==> config.mk <==
export PLATFORM = sky130hd
export DESIGN_NAME = sig_period_meter_flat
export DESIGN_NICKNAME = d
export VERILOG_FILES = /design/src/rtl/sig_period_meter_if.sv /design/src/rtl/sig_period_meter.sv /design/src/flat_wrapper.sv
export SDC_FILE = /design/constraint.sdc
export NUM_CORES = 1
export LEC_CHECK = 0
export ABC_AREA = 0
export BUFFER_PORTS_ARGS = -buffer_cell sky130_fd_sc_hd__buf_4
export CORE_MARGIN = 2
export CORE_UTILIZATION = 38
export CTS_BUF_LIST = sky130_fd_sc_hd__clkbuf_16
export CTS_CLUSTER_SIZE = 20
export DETAILED_ROUTE_END_ITERATION = 12
export GPL_ROUTABILITY_DRIVEN = 1
export HOLD_SLACK_MARGIN = 0.12
export PLACE_DENSITY_LB_ADDON = 0.2
export SETUP_SLACK_MARGIN = 0.3
export SLEW_MARGIN = 30
export SYNTH_ARGS = -nofsm -noshare
export SYNTH_HDL_FRONTEND = slang
export SYNTH_SLANG_ARGS = --single-unit
==> constraint.sdc <==
create_clock -name clk -period 3.95 [get_ports clk]
set_clock_uncertainty 0.1 [all_clocks]
set_input_delay 0.1975 -clock clk [delete_from_list [all_inputs] [get_ports clk]]
set_output_delay 0.1975 -clock clk [all_outputs]
set_load 0.005 [all_outputs]
==> src/rtl/sig_period_meter_if.sv <==
// Port bundle for the slow-signal period meter: measured input plus the
// measurement results and status flags it reports back.
interface sig_period_meter_if #(
    parameter int CNT_W = 27
);
    logic             sig_in;
    logic [CNT_W-1:0] period;
    logic [CNT_W-1:0] high_time;
    logic             meas_valid;
    logic             locked;
    logic             timeout;

    modport master (
        output sig_in,
        input  period,
        input  high_time,
        input  meas_valid,
        input  locked,
        input  timeout
    );

    modport slave (
        input  sig_in,
        output period,
        output high_time,
        output meas_valid,
        output locked,
        output timeout
    );
endinterface

==> src/rtl/sig_period_meter.sv <==
// Measures period and high time of a slow asynchronous square wave in clk
// cycles, with a sticky timeout when no rising edge arrives within TIMEOUT.
module sig_period_meter #(
    parameter int CNT_W   = 27,
    parameter int TIMEOUT = 100000000
) (
    input  logic              clk,
    input  logic              rst,
    sig_period_meter_if.slave mif
);

    typedef enum logic [0:0] {
        ST_IDLE    = 1'b0,
        ST_MEASURE = 1'b1
    } state_t;

    localparam logic [CNT_W-1:0] TIMEOUT_C = CNT_W'(TIMEOUT);
    localparam logic [CNT_W-1:0] ONE_C     = {{(CNT_W-1){1'b0}}, 1'b1};

    logic             s1_q, s1_d;
    logic             s2_q, s2_d;
    logic             s3_q, s3_d;
    logic             rise_s;
    state_t           state_q, state_d;
    logic [CNT_W-1:0] cnt_q, cnt_d;
    logic [CNT_W-1:0] hi_q, hi_d;
    logic [CNT_W-1:0] period_q, period_d;
    logic [CNT_W-1:0] high_time_q, high_time_d;
    logic             meas_valid_q, meas_valid_d;
    logic             locked_q, locked_d;
    logic             timeout_q, timeout_d;

    // Synchronizer, edge detect, measurement FSM and output next-state logic
    always_comb begin
        s1_d         = mif.sig_in;
        s2_d         = s1_q;
        s3_d         = s2_q;
        rise_s       = s2_q & ~s3_q;
        state_d      = state_q;
        cnt_d        = cnt_q;
        hi_d         = hi_q;
        period_d     = period_q;
        high_time_d  = high_time_q;
        meas_valid_d = 1'b0;
        timeout_d    = timeout_q;

        case (state_q)
            ST_IDLE: begin
                // First edge only arms the reference; nothing to report yet
                if (rise_s) begin
                    state_d = ST_MEASURE;
                    cnt_d   = ONE_C;
                    hi_d    = ONE_C;
                end else begin
                    state_d = ST_IDLE;
                end
            end
            ST_MEASURE: begin
                // A rise on the timeout cycle still counts as a valid period
                if (rise_s) begin
                    period_d     = cnt_q;
                    high_time_d  = hi_q;
                    meas_valid_d = 1'b1;
                    timeout_d    = 1'b0;
                    cnt_d        = ONE_C;
                    hi_d         = ONE_C;
                end else if (cnt_q == TIMEOUT_C) begin
                    state_d   = ST_IDLE;
                    timeout_d = 1'b1;
                end else begin
                    cnt_d = cnt_q + ONE_C;
                    hi_d  = hi_q + {{(CNT_W-1){1'b0}}, s2_q};
                end
            end
            default: begin
                state_d = ST_IDLE;
                cnt_d   = {CNT_W{1'b0}};
                hi_d    = {CNT_W{1'b0}};
            end
        endcase

        locked_d = (state_d == ST_MEASURE);
    end

    // State, counter and output registers
    always_ff @(posedge clk or posedge rst) begin
        if (rst) begin
            s1_q         <= 1'b0;
            s2_q         <= 1'b0;
            s3_q         <= 1'b0;
            state_q      <= ST_IDLE;
            cnt_q        <= {CNT_W{1'b0}};
            hi_q         <= {CNT_W{1'b0}};
            period_q     <= {CNT_W{1'b0}};
            high_time_q  <= {CNT_W{1'b0}};
            meas_valid_q <= 1'b0;
            locked_q     <= 1'b0;
            timeout_q    <= 1'b0;
        end else begin
            s1_q         <= s1_d;
            s2_q         <= s2_d;
            s3_q         <= s3_d;
            state_q      <= state_d;
            cnt_q        <= cnt_d;
            hi_q         <= hi_d;
            period_q     <= period_d;
            high_time_q  <= high_time_d;
            meas_valid_q <= meas_valid_d;
            locked_q     <= locked_d;
            timeout_q    <= timeout_d;
        end
    end

    assign mif.period     = period_q;
    assign mif.high_time  = high_time_q;
    assign mif.meas_valid = meas_valid_q;
    assign mif.locked     = locked_q;
    assign mif.timeout    = timeout_q;

endmodule

==> src/flat_wrapper.sv <==
// flat-port wrapper written by rule: the top's interface ports become plain ports
module sig_period_meter_flat 
#(
    parameter int CNT_W   = 27,
    parameter int TIMEOUT = 100000000
)
  (clk, rst, mif_sig_in, mif_period, mif_high_time, mif_meas_valid, mif_locked, mif_timeout);
  sig_period_meter_if #(.CNT_W(CNT_W)) mif_i ();
  input  logic clk;
  input  logic rst;
  input wire logic [$bits(mif_i.sig_in)-1:0] mif_sig_in;
  output wire logic [$bits(mif_i.period)-1:0] mif_period;
  output wire logic [$bits(mif_i.high_time)-1:0] mif_high_time;
  output wire logic [$bits(mif_i.meas_valid)-1:0] mif_meas_valid;
  output wire logic [$bits(mif_i.locked)-1:0] mif_locked;
  output wire logic [$bits(mif_i.timeout)-1:0] mif_timeout;
  assign mif_i.sig_in = mif_sig_in;
  assign mif_period = mif_i.period;
  assign mif_high_time = mif_i.high_time;
  assign mif_meas_valid = mif_i.meas_valid;
  assign mif_locked = mif_i.locked;
  assign mif_timeout = mif_i.timeout;
  sig_period_meter #(.CNT_W(CNT_W), .TIMEOUT(TIMEOUT)) u_core (.clk(clk), .rst(rst), .mif(mif_i));
endmodule
## Yosys cells after proc, flatten, opt, wreduce, memory -nomap -nowiden

Index checks and enable logic that the tools add are counted.

| word-level totals | value |
|---|---|
| flip-flop bits (word level) | 114 |
| input bits | 3 |
| output and inout bits | 57 |
| word-level logic and storage cells | 36 |

| operators by class | value |
|---|---|
| add/subtract/negate cells | 2 |
| equality and inequality tests | 3 |
| mux-type cells | 14 |
| bitwise logic cells | 3 |
| reductions and logical operators | 4 |

Operator list:

| operator | count |
|---|---|
| $mux W27 | 5 |
| $pmux W27 S2 | 2 |
| $add A27 B1 Y27 | 1 |
| $add A27 B1 Y27 const B | 1 |
| $eq A27 B27 Y1 const B | 1 |
| $mux W1 | 6 |
| $reduce_and A2 Y1 | 3 |
| $ne A3 B2 Y1 const B | 1 |
| $ne A2 B1 Y1 const B | 1 |
| $not A1 Y1 | 2 |
| $pmux W1 S2 | 1 |
| $reduce_bool A2 Y1 | 1 |
| $and A1 B1 Y1 | 1 |

## Logic depth before layout (Yosys ltp)

| depth | value |
|---|---|
| word-level depth | 4 |
| depth in mapped cells | 9 |
| mapped depth without buffers | 7 |

## Worst setup path after synthesis

OpenSTA, ideal clock, no wires.

| path | value |
|---|---|
| kind | register to register |
| start point | register u_core.cnt_q[17] |
| end point | register u_core.hi_q[0] |
| setup time | 130 ps |
| arrival | 2153 ps |
| data required time | 3720 ps |
| path slack | 1566 ps |
| cell stages (with the launch flop) | 8 |
| path buffers | 2 |
| cells stage by stage | dfrtp_1 > or4_1 > or4_1 > buf_6 > o21ai_4 > buf_6 > mux2i_1 > nand2_1 |

| between the ends | value |
|---|---|
| longest elaborated chain between the ends | 3 |

Ends and longest elaborated chain:

| item | RTL line | RTL |
|---|---|---|
| start, declared | sig_period_meter.sv:25 | `logic [CNT_W-1:0] cnt_q, cnt_d;` |
| start signal, assigned | sig_period_meter.sv:92 | `cnt_q <= {CNT_W{1'b0}};` |
| start signal, assigned | sig_period_meter.sv:104 | `cnt_q <= cnt_d;` |
| $eq A27 B27 Y1 | sig_period_meter.sv:67 | `end else if (cnt_q == TIMEOUT_C) begin` |
| $ne A3 B2 Y1 (no line) | -- |  |
| $reduce_and A2 Y1 (no line) | -- |  |
| end signal, assigned | sig_period_meter.sv:93 | `hi_q <= {CNT_W{1'b0}};` |
| end signal, assigned | sig_period_meter.sv:105 | `hi_q <= hi_d;` |
| end, declared | sig_period_meter.sv:26 | `logic [CNT_W-1:0] hi_q, hi_d;` |

No other way between the ends.
A chain may end at the register's enable or synchronous reset.

## Worst setup path after layout

| path | value |
|---|---|
| start point | register u_core.cnt_q[9] |
| end point | register u_core.hi_q[20] |

The elaborated chain is that of the path after synthesis.

==> impl_metrics.ini <==
[critical_path]
setup.worst_path.start = u_core.cnt_q[9]$_DFFE_PP0P_
rr_startpoint = u_core.cnt_q[9]$_DFFE_PP0P_
required_ns = 4.12
crit_fanout = 19
crit_path_end_kind = register
critPathLaunchType = register
regToRegSetupSlack_ns = 0.96
worstPathArrival_ns = 3.16
worstSetupPathType = register to register

[layout]
multi_input_comb_area_um2 = 2120
utilization_pct = 47.5
nets = 510
finish.instance_area_um2 = 6260
mostFrequentLayoutCell = dfrtp_1
register_area_um2 = 2850
diodes = 0
filler_cell_count = 1226
final_cell_mix = dfrtp_1 (114), buf_4 (66), mux2_2 (48)
drive_gt1_share_pct = 30.4
syn_to_final_growth_pct = 22.8

[die]
core.rowCount = 42
dieArea_um2 = 14400
initial_core_util_pct = 38.7
die_w_um = 120
core_area_um2 = 13200
ios = 60
die_y_um = 120

[synthesis]
synth_top_family_by_area = simple AND/OR/NAND/NOR gates
synth_area_um2 = 5100
synth_fp_nets = 443
synth_compound_area_share_pct = 8.49
synthAdderAreaFrac_pct = 0.981
yosysSeqAreaShare_pct = 55.9
yosys_warnings = 0
async_reset_ff_share_pct = 100
yosysUniqueCellTypes = 44
synth_edf_count = 0
synth_top_area_cell = dfrtp_1
synth-simple-area-share_pct = 14.9
synth_xor_area_share_pct = 5.67
synthMuxAreaShare_pct = 11.2
ys.flop_type = dfrtp_1
postSynthAreaPerCell_um2 = 11.7
synthTopCellsByArea = dfrtp_1 (56%), mux2_2 (11%), xor2_1 (5.2%)
ys_ff_latch = 114
yosysTopAreaCellShare_pct = 55.9
netlist_instances = 436

[pwr]
powerDensity_nw_per_um2 = 459
peakVddDrop_uv = 254
p_leak_nw = 2.95
power_mw = 2.88

[grt]
grt_max_degree = 64
grt_overflow = 0
antenna_found_initial = 0
grt.total_usage_pct = 16.1
grt_pass1_wl_mm = 18.0
grt_pass1_vias = 3550

[drt]
ant_nets = 0
routedWlPerCell_um = 15.5
drtIter0Drc = 255
routed_via_density = 5.15
vias = 3563
drc = 0
drt-total-wl_mm = 10.7
drt_pass1_iterations = 4

[sta]
period_share_pct = 75.7
holdWs_ns = 0.246
maxSlewViolCount = 0
setup_viol = 0
hold_viol_final = 0
max_slew_margin_pct = 48.1
timing.fmax_ghz = 0.335
rsz0062_at_grt = no
tns_ns = 0
fin_crit_ns = 2.99
tightestPinTransition_ns = 0.778

[placement]
post_dp_cell_area_um2 = 5720
port_buffers = 59
place_hpwl_mm = 6.96
gp_congestion = 0.804

[clocking]
cts_tree = built
cts_max_level = 4
cts_buffer_depth = 2
cts_hold_buf = 2
clk_latency_ns = 0.41
cts_root_buffer = clkbuf_16
cts_setup_buffers = 0
post_cts_resized = 0
cts_buffers = 17
clock-sinks = 114
path_clk_slew_ns = 0.05

[status]
outcome = finished, final reports clean

[hold_path]
hp-class = register to register
hp-start = u_core.s1_q$_DFF_PP0_

[run]
maxCapViolCount = 0
worst paths after layout:
path,endpoint,cells past startpoint
worst max-delay path,u_core.hi_q[20]$_DFFE_PP0P_,5
worst min-delay path,u_core.s2_q$_DFF_PP0_,0
worst max register to register,u_core.hi_q[20]$_DFFE_PP0P_,5
worst min register to register,u_core.s2_q$_DFF_PP0_,0
max in group asynchronous,u_core.hi_q[21]$_DFFE_PP0P_,4
min in group asynchronous,u_core.mif.period[25]$_DFFE_PP0P_,3
worst max-delay path, cell delays in order, from the launching register on:
cell and delay, ns:
dfrtp_1 0.44, or4b_1 0.55, or4_2 0.95, o2111ai_2 0.54, or3_1 0.20, a21oi_2 0.06
area by class of cell:
cell class	instances	area share, %
Sequential cell	114	45.5
Multi-Input combinational cell	292	33.9
Tap cell	176	3.52
Timing Repair Buffer	68	8.23
Inverter	10	0.639
Clock inverter	15	1.38
Clock buffer	17	6.79
logic make-up (layout without fill, tap and decap cells):
group	after synthesis	in the layout
simple gates	149	149
flops	114	114
compound gates	55	55
mux	51	51
xor+xnor	33	33
buf+inv	30	110
fa+ha+maj	4	4
synthesized netlist by cell type, drive strengths merged, types with 2 or more instances:
| library cell | instances |
|---|---|
| o211ai | 11 |
| xnor2 | 3 |
| and2 | 2 |
| mux2i | 3 |
| nand2 | 27 |
| xor2 | 30 |
| and3 | 8 |
| dfrtp | 114 |
| or4 | 7 |
| inv | 10 |
| o21ai | 19 |
| o2111ai | 9 |
| nor4 | 3 |
| mux2 | 48 |
| buf | 8 |
| or3 | 11 |
| nor3 | 6 |
| ha | 4 |
| nand3 | 21 |
| nor2b | 2 |
| clkbuf | 12 |
| nor2 | 44 |
| nand4 | 13 |
| a21oi | 13 |
flip-flops by register name, indices dropped and copies added, names as in the netlist:
| name | flops |
|---|---|
| u_core.state_q | 1 |
| u_core.mif.timeout | 1 |
| u_core.cnt_q | 27 |
| u_core.mif.high_time | 27 |
| u_core.mif.period | 27 |
| u_core.hi_q | 27 |
| u_core.mif.meas_valid | 1 |
| u_core.s3_q | 1 |
| u_core.s2_q | 1 |
| u_core.s1_q | 1 |
power breakdown:
group	leakage [nW]	internal (mW)	total (mW)	switching, mW
clock network	0.271	0.831	1.32	0.488
registers	1.56	1.24	1.32	0.0765
logic	1.12	0.119	0.242	0.123
total	2.95	2.19	2.88	0.688
routing by layer:
layer  vias up  part of all wire [%]  global-route usage [%]
met5         -                     0                       0
met4         0                   2.8                    8.24
met3        21                   4.7                    4.80
met2        81                    45                    24.1
met1      1775                    48                    21.3
li1       1686                     -                       -
metrics by stage:
step	cells	setup WS [ns]
CTS	692	0.884
floorplan	436	0.637
finish	692	0.961
detailed placement	658	0.893
global placement	658	0.987
global route	692	0.799
Note: power is estimated with default switching activity, not from simulation.
